**src/rtl/pipe_stage_skid.sv**
```systemverilog
// Elastic pipeline stage register with a 2-entry skid buffer (main + skid).
// Carries one write-back bundle per entry across a valid/ready boundary, with flush to bubble.
module pipe_stage_skid #(
  parameter int DATA_W = 32,
  parameter int CTRL_W = 2,
  parameter int RD_W   = 5
) (
  input  logic              clk_i,
  input  logic              rst_i,
  input  logic              flush_i,
  input  logic              in_valid_i,
  output logic              in_ready_o,
  input  logic [CTRL_W-1:0] ctrl_i,
  input  logic [DATA_W-1:0] rdata_i,
  input  logic [DATA_W-1:0] alu_i,
  input  logic [RD_W-1:0]   rd_i,
  output logic              out_valid_o,
  input  logic              out_ready_i,
  output logic [CTRL_W-1:0] ctrl_o,
  output logic [DATA_W-1:0] rdata_o,
  output logic [DATA_W-1:0] alu_o,
  output logic [RD_W-1:0]   rd_o,
  output logic [1:0]        count_o
);

  localparam int ENT_W = CTRL_W + 2 * DATA_W + RD_W;

  // Encoding equals the occupancy, so count_o is the state register itself.
  typedef enum logic [1:0] {
    EMPTY = 2'd0,
    ONE   = 2'd1,
    FULL  = 2'd2
  } state_t;

  state_t             state_q;
  logic [ENT_W-1:0]   main_q;
  logic [ENT_W-1:0]   skid_q;
  logic [ENT_W-1:0]   in_bundle;
  logic               acc;
  logic               drn;

  assign in_bundle   = {ctrl_i, rdata_i, alu_i, rd_i};
  assign in_ready_o  = (state_q != FULL);
  assign out_valid_o = (state_q != EMPTY);
  assign acc         = in_valid_i & in_ready_o;
  assign drn         = out_valid_o & out_ready_i;
  assign count_o     = state_q;

  always_ff @(posedge clk_i) begin
    if (rst_i) begin
      state_q <= EMPTY;
      main_q  <= '0;
      skid_q  <= '0;
    end else if (flush_i) begin
      state_q <= EMPTY;
    end else begin
      unique case (state_q)
        EMPTY: begin
          if (acc) begin
            main_q  <= in_bundle;
            state_q <= ONE;
          end
        end
        ONE: begin
          if (acc && drn) begin
            main_q <= in_bundle;
          end else if (acc) begin
            skid_q  <= in_bundle;
            state_q <= FULL;
          end else if (drn) begin
            state_q <= EMPTY;
          end
        end
        FULL: begin
          if (drn) begin
            main_q  <= skid_q;
            state_q <= ONE;
          end
        end
        default: state_q <= EMPTY;
      endcase
    end
  end

  // An empty stage must never assert RegWrite; data fields keep their last value.
  assign ctrl_o  = main_q[ENT_W-1 -: CTRL_W] & {CTRL_W{out_valid_o}};
  assign rdata_o = main_q[RD_W + DATA_W +: DATA_W];
  assign alu_o   = main_q[RD_W +: DATA_W];
  assign rd_o    = main_q[RD_W-1:0];

endmodule

```
**config.mk**
```make
export PLATFORM = sky130hd
export DESIGN_NAME = pipe_stage_skid
export DESIGN_NICKNAME = d
export VERILOG_FILES = /design/src/rtl/pipe_stage_skid.sv
export SDC_FILE = /design/constraint.sdc
export NUM_CORES = 1
export LEC_CHECK = 0
export CORE_MARGIN = 8
export CORE_UTILIZATION = 45
export DETAILED_ROUTE_END_ITERATION = 8
export PLACE_DENSITY = 0.68
export SETUP_SLACK_MARGIN = 0.4
export SLEW_MARGIN = 10
export SYNTH_ARGS = -nofsm -noshare
export SYNTH_HDL_FRONTEND = slang
export SYNTH_SLANG_ARGS = --single-unit
```
**constraint.sdc**
```tcl
create_clock -name clk_i -period 4.25 [get_ports clk_i]
set_input_delay 1.275 -clock clk_i [delete_from_list [all_inputs] [get_ports clk_i]]
set_output_delay 1.275 -clock clk_i [all_outputs]
set_load 0.02 [all_outputs]
```
Yosys cells after proc, flatten, opt, wreduce, memory -nomap -nowiden
Index checks and enable logic that the tools add are counted.
{"block": "classes", "eq_ne": 8, "mux": 10, "n_bitwise": 5, "n_reduce_logical": 8}
{"operator": "2-to-1 mux 71 bit", "n": 3}
{"operator": "one-hot mux 71 bit (3 select lines)", "n": 1}
{"operator": "2-to-1 mux 2 bit", "n": 5}
{"operator": "!= test 2 bit (second input constant)", "n": 5}
{"operator": "AND reduction 4 bit", "n": 2}
{"operator": "one-hot mux 2 bit (3 select lines)", "n": 1}
{"operator": "AND reduction 5 bit", "n": 1}
{"operator": "!= test 3 bit (second input constant)", "n": 1}
{"operator": "nonzero test 3 bit", "n": 1}
{"operator": "bitwise AND 1 bit", "n": 2}
{"operator": "bitwise AND 2 bit", "n": 1}
{"operator": "== test 2 x 1 -> 1 bit (second input constant)", "n": 1}
{"operator": "== test 2 bit (second input constant)", "n": 1}
{"operator": "zero test 2 bit", "n": 1}
{"operator": "NOT 1 bit", "n": 2}
{"operator": "nonzero test 2 bit", "n": 1}
{"operator": "OR reduction 2 bit", "n": 1}
{"operator": "logical AND 1 bit", "n": 1}
{"block": "totals", "ff_bits": 144, "inputBits": 76, "output_inout_bits": 75, "elab_cells": 34}

Longest topological paths before layout
Gate-level depths: netlist of the first run.
{"block": "logic_depth", "ltp_word": 6, "mapped_depth": 6, "ltp_nobuf": 4}

Least setup slack after synthesis of the first run
No wires, ideal clock.
{"block": "synth_timing", "path_type": "reg-to-output", "start": "register state_q[0] (netlist: count_o[0])", "end": "output port in_ready_o", "arrival_ns": 1.073, "required_ns": 2.975, "path_slack_ns": 1.902, "path_stages_with_launch": 4, "n_path_buf": 2, "cell_sequence": "dfxtp_1 -> nand2b_1 -> buf_6 -> buf_4"}
{"block": "synth_via", "elab_chain_len": 1}
{"element": "start, declared", "line_no": "35", "text": "state_t state_q;"}
{"element": "start signal, assigned", "line_no": "51", "text": "state_q <= EMPTY;"}
{"element": "start signal, assigned", "line_no": "55", "text": "state_q <= EMPTY;"}
{"element": "start signal, assigned", "line_no": "61", "text": "state_q <= ONE;"}
{"element": "!= test 2 bit", "line_no": "43", "text": "assign in_ready_o = (state_q != FULL);"}
{"element": "end, declared", "line_no": "12", "text": "output logic in_ready_o,"}
No other way between the ends.

Worst setup path after layout of the first run
{"block": "layout_timing", "start": "register state_q[1] (netlist: count_o[1])", "end": "output port ctrl_o[1]"}
{"block": "layout_via", "elab_chain_len": 2}
{"element": "nonzero test 2 bit", "line_no": "44", "text": "assign out_valid_o = (state_q != EMPTY);"}
{"element": "bitwise AND 2 bit", "line_no": "86", "text": "assign ctrl_o = main_q[ENT_W-1 -: CTRL_W] & {CTRL_W{out_valid_o}};"}
{"element": "end, declared", "line_no": "19", "text": "output logic [CTRL_W-1:0] ctrl_o,"}
No other way between the ends.

==> metrics.txt, run 1 <==
# TYPE chip_impl_metric gauge
chip_impl_metric{name="core_box_area",unit="sq um"} 16410
chip_impl_metric{name="cap_violations",unit=""} 0
chip_impl_metric{name="routabilityCongestion",unit=""} 0.7178
chip_impl_metric{name="vias_per_cell",unit=""} 5.068
chip_impl_metric{name="placed_cell_area",unit="sq um"} 8162
chip_impl_info{name="rsz_0062_raised_after_global_routing",value="false"} 1
chip_impl_metric{name="maxSlewViolCount",unit=""} 0
chip_impl_metric{name="sequential_area_share_after_synthesis",unit="%"} 38.55
chip_impl_metric{name="arrival",unit="ps"} 1890
chip_impl_info{name="hp-class",value="reg -> reg"} 1
chip_impl_info{name="crit_path_top_delay_cell",value="clkdlybuf4s50_1"} 1
chip_impl_info{name="synth.top_cells.by_area",value="dfxtp_1 (39%), mux2i_1 (9.5%), o41ai_1 (7.3%), buf_4 (7.2%), nand2_1 (7.2%)"} 1
chip_impl_info{name="run_status",value="completed"} 1
chip_impl_metric{name="syn_to_final_growth",unit="%"} 17.58
chip_impl_metric{name="cts.repair_timing.setup_buffer_count",unit=""} 0
chip_impl_metric{name="timing_worst_slew_pin_value",unit="ps"} 903.1
chip_impl_metric{name="cts_repair_resize_count",unit=""} 0
chip_impl_metric{name="crit_required",unit="ps"} 2970
chip_impl_metric{name="antennaDiodeCount",unit=""} 0
chip_impl_metric{name="dieArea",unit="sq um"} 21000
chip_impl_metric{name="worst_skew_pair.late_latency",unit="ps"} 410
chip_impl_metric{name="grt_pass1_wl",unit="mm"} 28.07
chip_impl_metric{name="port-buffer-count",unit=""} 150
chip_impl_info{name="crit_chain",value="or2_2 -> and2_1 -> clkdlybuf4s50_1"} 1
chip_impl_metric{name="floorplan.initialDensity",unit="%"} 45.58
chip_impl_metric{name="layout.cells.non_filler",unit=""} 1078
chip_impl_metric{name="postLayoutCellArea",unit="sq um"} 8793
chip_impl_metric{name="antenna_found_initial",unit=""} 0
chip_impl_metric{name="clock-skew-final",unit="ps"} 5.745
chip_impl_metric{name="remaining_drc_errors",unit=""} 0
chip_impl_metric{name="dr.pass1.iters",unit=""} 4
chip_impl_info{name="cts-root-buf",value="clkbuf_16"} 1
chip_impl_metric{name="cell_count_after_synthesis",unit=""} 806
chip_impl_info{name="worstSetupStartpointType",value="flop"} 1
chip_impl_metric{name="clk_pin_slew",unit="ps"} 60
chip_impl_metric{name="fin_crit_share",unit="%"} 74.46
chip_impl_metric{name="cts-buffers-inserted",unit=""} 17
chip_impl_metric{name="layout.filler_cells",unit=""} 1469
chip_impl_info{name="kind_of_cell_adding_the_most_delay_to_the_critical_path",value="buffers and inverters"} 1
chip_impl_metric{name="grt.overflow.total",unit=""} 0
chip_impl_metric{name="multi_input_comb_area",unit="sq um"} 3338
chip_impl_metric{name="largest_net_degree_at_the_start_of_global_routing",unit=""} 91
chip_impl_metric{name="htree_num_levels",unit=""} 4
chip_impl_metric{name="routedWlPerCell",unit="microns"} 15.54
chip_impl_metric{name="first_global_vias",unit=""} 5249
chip_impl_metric{name="num_rows",unit=""} 47
chip_impl_metric{name="finalWirelength",unit="mm"} 16.75
chip_impl_metric{name="timing.critical_path.slowest_cell_delay",unit="ps"} 530
chip_impl_metric{name="route.antenna.remaining_nets",unit=""} 0
chip_impl_metric{name="ys_warn_count",unit=""} 0
chip_impl_metric{name="synth-seq-cells",unit=""} 144
chip_impl_metric{name="syn_area",unit="sq um"} 7478
chip_impl_metric{name="num-nets-final",unit=""} 921
chip_impl_metric{name="drt_iter0_drc",unit=""} 250
chip_impl_metric{name="sequential_cell_area",unit="sq um"} 2883
chip_impl_metric{name="power.density_cell_area",unit="nW/um^2"} 386.5
chip_impl_metric{name="die_height",unit="microns"} 144.9
chip_impl_info{name="cts_tree",value="yes"} 1
chip_impl_metric{name="slew_headroom",unit="%"} 39.79
chip_impl_metric{name="fin_setup_tns",unit="ps"} 0
chip_impl_info{name="setup.worst_path.class",value="reg -> out"} 1
chip_impl_metric{name="timing.critical_path.fanout_max",unit=""} 8
chip_impl_metric{name="power.static_leakage",unit="nW"} 3.701
chip_impl_metric{name="die_width",unit="microns"} 144.9
chip_impl_metric{name="track_usage",unit="%"} 15.98
chip_impl_metric{name="max_freq",unit="MHz"} 316.0
chip_impl_metric{name="timing_hold_violations_final",unit=""} 0
chip_impl_metric{name="route.vias.total",unit=""} 5463
chip_impl_metric{name="mappedNetlistNets",unit=""} 882
chip_impl_metric{name="timing.critical_path.buf_inv",unit=""} 1
chip_impl_metric{name="ir_worst_vdd",unit="mV"} 0.2525
chip_impl_info{name="timing.critical_path.to_type",value="output pin"} 1
chip_impl_metric{name="setup_viol_count_final",unit=""} 0
chip_impl_metric{name="hpwlAfterDp",unit="mm"} 10.88
chip_impl_metric{name="drive_above_1_share",unit="%"} 9.324
chip_impl_metric{name="post_synth.cell_area_avg",unit="sq um"} 9.278
chip_impl_metric{name="post_cts_hold_buffer_count",unit=""} 0
chip_impl_info{name="synth_top_cell_by_area",value="dfxtp_1"} 1
chip_impl_metric{name="yosysUniqueCellTypes",unit=""} 31
chip_impl_metric{name="post-route-min-period",unit="ps"} 3164
chip_impl_metric{name="io-pin-count",unit=""} 151
chip_impl_metric{name="dp.cells",unit=""} 1046
chip_impl_metric{name="cts.sink_count",unit=""} 144
chip_impl_metric{name="tot_pwr",unit="mW"} 3.398
chip_impl_metric{name="synthDominantCellAreaShare",unit="%"} 38.55
chip_impl_metric{name="cts-root-to-sink-buffers",unit=""} 2
[path summary, 6_finish.rpt]
kind,cells after the start,end,startpoint,slack (ps)
hold / removal,2,skid_q[34]$_SDFFE_PP0P_,skid_q[34]$_SDFFE_PP0P_,450
setup / recovery,3,ctrl_o[1],count_o[1]$_SDFFE_PP0P_,1090
hold reg to reg,2,skid_q[34]$_SDFFE_PP0P_,skid_q[34]$_SDFFE_PP0P_,450
setup reg to reg,5,main_q[16]$_SDFFE_PP0P_,count_o[0]$_SDFFE_PP0P_,1700
[logic make-up (layout without fill, tap and decap cells)]
logic type             count (synthesis)  count (layout)  synth area share (%)
and+or+nand+nor                      226             226                 15.58
AOI/OAI and AO/OA                    218             218                 19.44
buffers and inverters                147             199                 16.93
DFF                                  144             144                 38.55
muxes                                 71              71                 9.503
[metal layers]
layer | vias up | track usage, % | routed length (microns)
met4 | 0 | 6.049 | 256
met1 | 2502 | 20.57 | 7907
met3 | 20 | 4.104 | 786
met2 | 113 | 25.19 | 7804
met5 | - | 0 | 0
li1 | 2828 | - | -
[per-stage QoR]
step | setup WS, ps | hold WS, ps | util (%)
finish | 1086 | 452.0 | 53.60
global route | 980.8 | 465.6 | 53.60
CTS | 1057 | 454.1 | 53.60
detailed placement | 851.0 | 445.8 | 49.74
global placement | 899.1 | 440.1 | 49.74
floorplan | 1902 | 435.7 | -
[Yosys cell counts]
master and count:
nand2b_4 1, buf_6 23, and2b_1 46, o22a_2 1, nor2b_2 1, bufbuf_8 6, dlygate4sd1_1 7, mux2i_1 71
nand2b_1 2, and2b_2 13, dfxtp_1 144, nor2b_1 12, o21ai_1 71, clkbuf_1 16, nor3_1 1, a21oi_4 1
and3b_1 1, nor3_4 1, and2_1 2, a21oi_1 72, buf_2 10, buf_4 72, a2111oi_2 1, buf_8 8
nand2_1 144, o41ai_2 9, dlymetal6s2s_1 5, or3_1 1, o41ai_1 62, o21a_1 1, or2_2 1
[worst reg2reg max path, delay by kind of cell, from the launching register on]
kind	cells	cell delay (ps)
AOI/OAI and AO/OA	1	330
buffers and inverters	2	1150
DFF	1	530
muxes	1	210
and+or+nand+nor	1	210
[state kept, by name, indices dropped and copies added (netlist names)]
register,count
count_o,2
skid_q,71
main_q,71
[report_power, final]
| group | internal [mW] | switching (mW) | leakage [nW] | total, mW |
|---|---|---|---|---|
| clock network | 1.03 | 0.565 | 0.302 | 1.59 |
| logic | 0.189 | 0.205 | 2.23 | 0.394 |
| registers | 1.39 | 0.0208 | 1.17 | 1.41 |
| total | 2.61 | 0.791 | 3.70 | 3.40 |
[area by class of cell]
type | count | share of cell area (%)
multi-input combinational | 515 | 37.96
sequential | 144 | 32.78
timing repair buffer | 167 | 18.94
clock buffer | 22 | 5.393
tap | 220 | 3.130
clock inverter | 10 | 1.793
[cell usage in the layout (no fill, tap or decap), types with 2 or more instances in the layout]
cell	synthesis	final
buf_12	0	3
o21ai_1	71	71
nand2b_4	1	2
buf_4	72	15
a21oi_1	72	72
dfxtp_1	144	144
clkbuf_8	0	3
clkinvlp_4	0	3
o41ai_1	62	62
and2b_1	46	46
and2b_2	13	13
bufinv_16	0	4
mux2i_1	71	71
clkbuf_16	0	17
and2_1	2	2
clkdlybuf4s50_1	0	148
nand2_1	144	144
clkbuf_1	16	2
clkinv_2	0	3
nor2b_1	12	12
o41ai_2	9	9
No activity file was read; power rests on OpenSTA's default activity.
==> run 2: changes to the inputs <==
--- a/config.mk
+++ b/config.mk
@@ -8,7 +8,7 @@
 export CORE_MARGIN = 8
 export CORE_UTILIZATION = 45
 export DETAILED_ROUTE_END_ITERATION = 8
-export PLACE_DENSITY = 0.68
+export PLACE_DENSITY = 0.71
 export SETUP_SLACK_MARGIN = 0.4
 export SLEW_MARGIN = 10
 export SYNTH_ARGS = -nofsm -noshare
==> constraint.sdc (replaced) <==
create_clock -name clk_i -period 2.8 [get_ports clk_i]
set_input_delay 0.84 -clock clk_i [delete_from_list [all_inputs] [get_ports clk_i]]
set_output_delay 0.84 -clock clk_i [all_outputs]
set_load 0.02 [all_outputs]
==> run 2 against run 1 <==
Via count grew 0.97%. Power grew 52%. Sequential cell count did not move. Clock skew grew 3.3 ps. Clock-buffer cell count rose by 1. Die area is the same. Largest power group unchanged. Core utilization rose by 0.27 points. Sequential power rose by 52%. Final cell count about the same. Final area increased by 0.50%. Combinational power grew 53%. Non-clock buffer count fell by 2.
==> metrics.txt, run 2 (synthesized netlist as in run 1, its figures left out) <==
# TYPE chip_impl_metric gauge
chip_impl_metric{name="cts-buffers-inserted",unit=""} 17
chip_impl_metric{name="core_util_final",unit="%"} 53.86
chip_impl_metric{name="fin_setup_tns",unit="ps"} 0
chip_impl_metric{name="antenna_found_initial",unit=""} 0
chip_impl_metric{name="power.net_switching",unit="mW"} 1.193
chip_impl_metric{name="layout.filler_cells",unit=""} 1516
chip_impl_metric{name="post-route-min-period",unit="ps"} 2365
chip_impl_metric{name="post_cts_hold_buffer_count",unit=""} 0
chip_impl_metric{name="remaining_drc_errors",unit=""} 0
chip_impl_metric{name="finalWirelength",unit="mm"} 16.68
chip_impl_info{name="hp-class",value="reg -> reg"} 1
chip_impl_metric{name="fin_crit_share",unit="%"} 84.45
chip_impl_metric{name="power.static_leakage",unit="nW"} 3.727
chip_impl_info{name="cts-root-buf",value="clkbuf_16"} 1
chip_impl_metric{name="clk_pin_slew",unit="ps"} 50
chip_impl_metric{name="clkPwrFrac",unit="%"} 46.8
chip_impl_metric{name="power_frac_comb",unit="%"} 11.7
chip_impl_metric{name="num_rows",unit=""} 47
chip_impl_metric{name="dieArea",unit="sq um"} 21000
chip_impl_metric{name="maxSlewViolCount",unit=""} 0
chip_impl_metric{name="vias_per_cell",unit=""} 5.122
chip_impl_metric{name="die_width",unit="microns"} 144.9
chip_impl_metric{name="htree_num_levels",unit=""} 4
chip_impl_metric{name="arrival",unit="ps"} 1520
chip_impl_info{name="mostFrequentLayoutCell",value="nand2_1"} 1
chip_impl_metric{name="tot_pwr",unit="mW"} 5.160
chip_impl_metric{name="hpwlAfterDp",unit="mm"} 10.69
chip_impl_metric{name="routedWlPerCell",unit="microns"} 15.48
chip_impl_metric{name="port-buffer-count",unit=""} 150
chip_impl_metric{name="cts.sink_count",unit=""} 144
chip_impl_metric{name="crit_required",unit="ps"} 1960
chip_impl_info{name="rsz_0062_raised_after_global_routing",value="true"} 1
chip_impl_metric{name="post-route-worst-setup-slack",unit="ps"} 435.4
chip_impl_metric{name="core_box_area",unit="sq um"} 16410
chip_impl_metric{name="power_frac_seq",unit="%"} 41.6
chip_impl_metric{name="route.vias.total",unit=""} 5516
chip_impl_metric{name="io-pin-count",unit=""} 151
chip_impl_metric{name="drive_above_1_share",unit="%"} 9.229
chip_impl_metric{name="syn_to_final_growth",unit="%"} 18.17
chip_impl_metric{name="cap_violations",unit=""} 0
chip_impl_metric{name="track_usage",unit="%"} 15.74
chip_impl_metric{name="timing_worst_slew_pin_value",unit="ps"} 540.9
chip_impl_metric{name="timing.critical_path.fanout_max",unit=""} 7
chip_impl_metric{name="timing_hold_violations_final",unit=""} 0
chip_impl_info{name="setup.worst_path.class",value="reg -> out"} 1
chip_impl_metric{name="drt_iter0_drc",unit=""} 198
chip_impl_metric{name="die_height",unit="microns"} 144.9
chip_impl_metric{name="detailedPlace.worstSlack",unit="ps"} 183.8
chip_impl_metric{name="internal-power",unit="mW"} 3.968
chip_impl_metric{name="slew_headroom",unit="%"} 63.94
chip_impl_metric{name="first_global_vias",unit=""} 5234
chip_impl_metric{name="setup_viol_count_final",unit=""} 0
chip_impl_info{name="cts_tree",value="yes"} 1
chip_impl_metric{name="cts-root-to-sink-buffers",unit=""} 2
chip_impl_metric{name="route.antenna.remaining_nets",unit=""} 0
chip_impl_metric{name="grt.overflow.total",unit=""} 0
chip_impl_info{name="run_status",value="completed"} 1
chip_impl_metric{name="largest_net_degree_at_the_start_of_global_routing",unit=""} 95
chip_impl_metric{name="num-nets-final",unit=""} 919
chip_impl_info{name="worstSetupStartpointType",value="flop"} 1
chip_impl_metric{name="worst_skew_pair.late_latency",unit="ps"} 410
chip_impl_metric{name="routabilityCongestion",unit=""} 0.7117
chip_impl_metric{name="clock-skew-final",unit="ps"} 9.043
chip_impl_info{name="timing.critical_path.to_type",value="output pin"} 1
chip_impl_info{name="layout.cells.most_common_list",value="nand2_1 (144), dfxtp_1 (143), clkdlybuf4s50_1 (143)"} 1
chip_impl_metric{name="grt_pass1_wl",unit="mm"} 27.51
chip_impl_metric{name="power.density_cell_area",unit="nW/um^2"} 583.9
chip_impl_metric{name="max_freq",unit="MHz"} 422.9
chip_impl_metric{name="netSwitchingFraction",unit="%"} 23.11
chip_impl_metric{name="floorplan.initialDensity",unit="%"} 45.58
chip_impl_metric{name="dr.pass1.iters",unit=""} 4
chip_impl_metric{name="ir_worst_vdd",unit="mV"} 0.3863
## run 2: changes by cell type in the layout (fill, tap and decap cells not counted), sizes merged, moves of 2 or more
cell,change
clkdlybuf4s50,-5
buf,-2
clkinvlp,-2
clkbuf,+2
dlygate4sd2,+3
## run 2: critical path, cell delays in order (launching register included)
cell and delay [ps]:
dfxtp_2 370, or2_2 300, and2_1 160, clkdlybuf4s15_1 280
## run 2: worst paths after layout
kind | startpoint | to | slack (ps) | cells after the start
setup reg to reg | count_o[1]$_SDFFE_PP0P_ | skid_q[47]$_SDFFE_PP0P_ | 1100 | 6
hold reg to reg | skid_q[63]$_SDFFE_PP0P_ | skid_q[63]$_SDFFE_PP0P_ | 450 | 2
hold / removal | skid_q[63]$_SDFFE_PP0P_ | skid_q[63]$_SDFFE_PP0P_ | 450 | 2
setup / recovery | count_o[0]$_SDFFE_PP0P_ | ctrl_o[0] | 440 | 3
## run 2: timing repair
action,4_1_cts,5_1_grt
gates resized for setup,7,2
cloned,0,0
endpoints found under the setup margin,6,2
buffers inserted,0,0
## run 2: stage by stage
step           cell area (sq um)  hold slack, ps  cells
2_1_floorplan               7478           435.7    806
3_5_place_dp                8209           445.6   1044
6_report                    8837           451.8   1077
3_3_place_gp                8209           440.5   1044
5_1_grt                     8835           465.1   1076
4_1_cts                     8838           453.4   1076
## run 2: power by group through the flow
stage | Clock (mW) | Sequential [mW] | Combinational (mW)
floorplan | 0 | 2.18 | 0.439
global placement | 0 | 2.19 | 0.602
detailed placement | 0 | 2.19 | 0.607
CTS | 2.48 | 2.15 | 0.608
global route | 2.55 | 2.15 | 0.649
finish | 2.41 | 2.15 | 0.602
## run 2: layer usage
metal	up-vias	global-route usage, %	share of wire [%]
li1	2829	-	-
met1	2543	19.84	47
met2	125	25.19	47
met3	19	4.167	4.7
met4	0	6.102	1.5
met5	-	0	0
## run 2: final cells by class
type / count / area (sq um) / share of cell area, %
Antenna cell: 1 / 2.502 / 0.02832
Clock buffer: 23 / 478.0 / 5.408
Clock inverter: 9 / 155.1 / 1.756
Multi-Input combinational cell: 515 / 3338 / 37.77
Sequential cell: 144 / 2884 / 32.63
Tap cell: 220 / 275.3 / 3.115
Timing Repair Buffer: 165 / 1704 / 19.28
==> run 3: changes to the inputs <==
==> constraint.sdc (replaced) <==
create_clock -name clk_i -period 2.1 [get_ports clk_i]
set_input_delay 0.63 -clock clk_i [delete_from_list [all_inputs] [get_ports clk_i]]
set_output_delay 0.63 -clock clk_i [all_outputs]
set_load 0.02 [all_outputs]
==> run 3 against run 2 <==
Clock skew is essentially flat. Non-clock buffer count grew 22. Global-route usage grew 1.2 points. Critical path type unchanged.
==> metrics.txt, run 3 (synthesized netlist as in run 1, its figures left out) <==
# TYPE chip_impl_metric gauge
chip_impl_metric{name="dr.pass1.iters",unit=""} 4
chip_impl_info{name="cts_tree",value="yes"} 1
chip_impl_metric{name="fin_setup_tns",unit="ps"} 0
chip_impl_metric{name="routabilityCongestion",unit=""} 0.7111
chip_impl_metric{name="remaining_drc_errors",unit=""} 0
chip_impl_metric{name="power.static_leakage",unit="nW"} 4.112
chip_impl_metric{name="crit_required",unit="ps"} 1470
chip_impl_metric{name="detailedPlace.worstSlack",unit="ps"} -174.2
chip_impl_metric{name="ir_worst_vdd",unit="mV"} 0.5286
chip_impl_info{name="rsz_0062_raised_after_global_routing",value="true"} 1
chip_impl_info{name="timing.critical_path.to_type",value="output pin"} 1
chip_impl_metric{name="core_util_final",unit="%"} 56.48
chip_impl_metric{name="grt.overflow.total",unit=""} 0
chip_impl_metric{name="placed_cell_area",unit="sq um"} 8335
chip_impl_metric{name="postLayoutCellArea",unit="sq um"} 9266
chip_impl_info{name="worst_r2r_src",value="count_o[1]$_SDFFE_PP0P_"} 1
chip_impl_metric{name="drt_iter0_drc",unit=""} 327
chip_impl_metric{name="route.vias.total",unit=""} 5760
chip_impl_info{name="kind_of_cell_adding_the_most_delay_to_the_critical_path",value="simple AND/OR/NAND/NOR gates"} 1
chip_impl_metric{name="num-nets-final",unit=""} 941
chip_impl_metric{name="grt_pass1_wl",unit="mm"} 29.21
chip_impl_metric{name="cts.sink_count",unit=""} 144
chip_impl_info{name="hold_start",value="skid_q[46]$_SDFFE_PP0P_"} 1
chip_impl_info{name="hp-class",value="reg -> reg"} 1
chip_impl_metric{name="power.density_cell_area",unit="nW/um^2"} 741.5
chip_impl_metric{name="vias_per_cell",unit=""} 5.246
chip_impl_metric{name="cts-buffers-inserted",unit=""} 17
chip_impl_metric{name="antennaDiodeCount",unit=""} 0
chip_impl_metric{name="whs",unit="ps"} 450.6
chip_impl_metric{name="die_width",unit="microns"} 144.9
chip_impl_metric{name="tot_pwr",unit="mW"} 6.871
chip_impl_metric{name="dieArea",unit="sq um"} 21000
chip_impl_metric{name="floorplan.initialDensity",unit="%"} 45.58
chip_impl_info{name="worstSetupStartpointType",value="flop"} 1
chip_impl_metric{name="layout.filler_cells",unit=""} 1433
chip_impl_metric{name="antenna_found_initial",unit=""} 0
chip_impl_metric{name="sequential_cell_area",unit="sq um"} 2885
chip_impl_metric{name="io-pin-count",unit=""} 151
chip_impl_metric{name="post_cts_hold_buffer_count",unit=""} 0
chip_impl_info{name="mostFrequentLayoutCell",value="nand2_1"} 1
chip_impl_metric{name="cts-root-to-sink-buffers",unit=""} 2
chip_impl_info{name="crit_path_start",value="count_o[1]$_SDFFE_PP0P_"} 1
chip_impl_metric{name="route.antenna.remaining_nets",unit=""} 0
chip_impl_metric{name="syn_to_final_growth",unit="%"} 23.91
chip_impl_metric{name="cap_violations",unit=""} 0
chip_impl_metric{name="post-route-worst-setup-slack",unit="ps"} 200.9
chip_impl_metric{name="slew_headroom",unit="%"} 60.01
chip_impl_metric{name="routedWlPerCell",unit="microns"} 16.59
chip_impl_metric{name="port-buffer-count",unit=""} 150
chip_impl_metric{name="layout.cells.non_filler",unit=""} 1098
chip_impl_metric{name="clk_pin_slew",unit="ps"} 60
chip_impl_info{name="setup.worst_path.class",value="reg -> out"} 1
chip_impl_metric{name="drive_above_1_share",unit="%"} 23.46
chip_impl_metric{name="timing.critical_path.buf_inv",unit=""} 1
chip_impl_info{name="run_status",value="completed"} 1
chip_impl_metric{name="timing_hold_violations_final",unit=""} 0
chip_impl_metric{name="finalWirelength",unit="mm"} 18.21
chip_impl_metric{name="hpwlAfterDp",unit="mm"} 11.00
chip_impl_metric{name="fin_crit_share",unit="%"} 90.43
chip_impl_metric{name="largest_net_degree_at_the_start_of_global_routing",unit=""} 112
chip_impl_metric{name="timing.critical_path.fanout_max",unit=""} 3
chip_impl_info{name="crit_chain",value="or2_4 -> and2_4 -> buf_6"} 1
chip_impl_metric{name="max_freq",unit="MHz"} 526.6
chip_impl_metric{name="htree_num_levels",unit=""} 4
chip_impl_metric{name="clock-skew-final",unit="ps"} 8.842
chip_impl_info{name="cts-root-buf",value="clkbuf_16"} 1
chip_impl_metric{name="timing.critical_path.slowest_cell_delay",unit="ps"} 320
chip_impl_info{name="layout.cells.most_common_list",value="nand2_1 (144), dfxtp_1 (142), a21oi_1 (72)"} 1
chip_impl_metric{name="num_rows",unit=""} 47
chip_impl_metric{name="post-route-min-period",unit="ps"} 1899
chip_impl_metric{name="track_usage",unit="%"} 16.95
chip_impl_metric{name="maxSlewViolCount",unit=""} 0
chip_impl_metric{name="dp.cells",unit=""} 1054
chip_impl_metric{name="timing_worst_slew_pin_value",unit="ps"} 599.9
chip_impl_metric{name="first_global_vias",unit=""} 5430
chip_impl_metric{name="multi_input_comb_area",unit="sq um"} 3538
chip_impl_metric{name="arrival",unit="ps"} 1270
chip_impl_metric{name="worst_skew_pair.late_latency",unit="ps"} 420
chip_impl_metric{name="setup_viol_count_final",unit=""} 0
chip_impl_metric{name="core_box_area",unit="sq um"} 16410
chip_impl_metric{name="die_height",unit="microns"} 144.9
chip_impl_info{name="crit_path_top_delay_cell",value="dfxtp_2"} 1
run 3: worst paths after layout:
kind / depth (start not counted) / to / slack (ps)
worst min-delay path: 2 / skid_q[46]$_SDFFE_PP0P_ / 450
worst max-delay path: 3 / ctrl_o[0] / 200
worst max register to register: 5 / main_q[23]$_SDFFE_PP0P_ / 450
worst min register to register: 2 / skid_q[46]$_SDFFE_PP0P_ / 450
run 3: where the power goes:
| group | leakage, nW | switching [mW] | internal (mW) |
|---|---|---|---|
| combinational | 2.65 | 0.469 | 0.420 |
| sequential | 1.17 | 0.0401 | 2.82 |
| clock | 0.291 | 1.19 | 1.93 |
| total | 4.11 | 1.70 | 5.17 |
run 3: per-layer routing:
layer  global-route usage (%)  wire length (microns)  up-vias  part of all wire [%]
met5                        0                      0        -                     0
met4                    6.944                    341        0                   1.9
li1                         -                      -     2882                     -
met1                    20.91                   8130     2714                    45
met2                    27.62                   8761      140                    48
met3                    4.384                    978       24                   5.4
run 3: timing repair:
item | in CTS | in global routing
resized for setup | 237 | 62
gates cloned | 4 | 1
setup endpoints to repair | 217 | 101
pin swaps | 4 | 1
hold endpoints to repair | 0 | 0
buffers inserted | 4 | 3
run 3: tightest hold or removal path, stage by stage, from the launching register on:
cell and delay, ps:
dfxtp_1 310, nand2_1 50, a21oi_1 50
run 3: area by class of cell:
cell class / instances / share of cell area, %
Clock buffer: 19 / 4.888
Clock inverter: 13 / 1.742
Multi-Input combinational cell: 515 / 38.19
Sequential cell: 144 / 31.14
Tap cell: 220 / 2.971
Timing Repair Buffer: 187 / 21.08
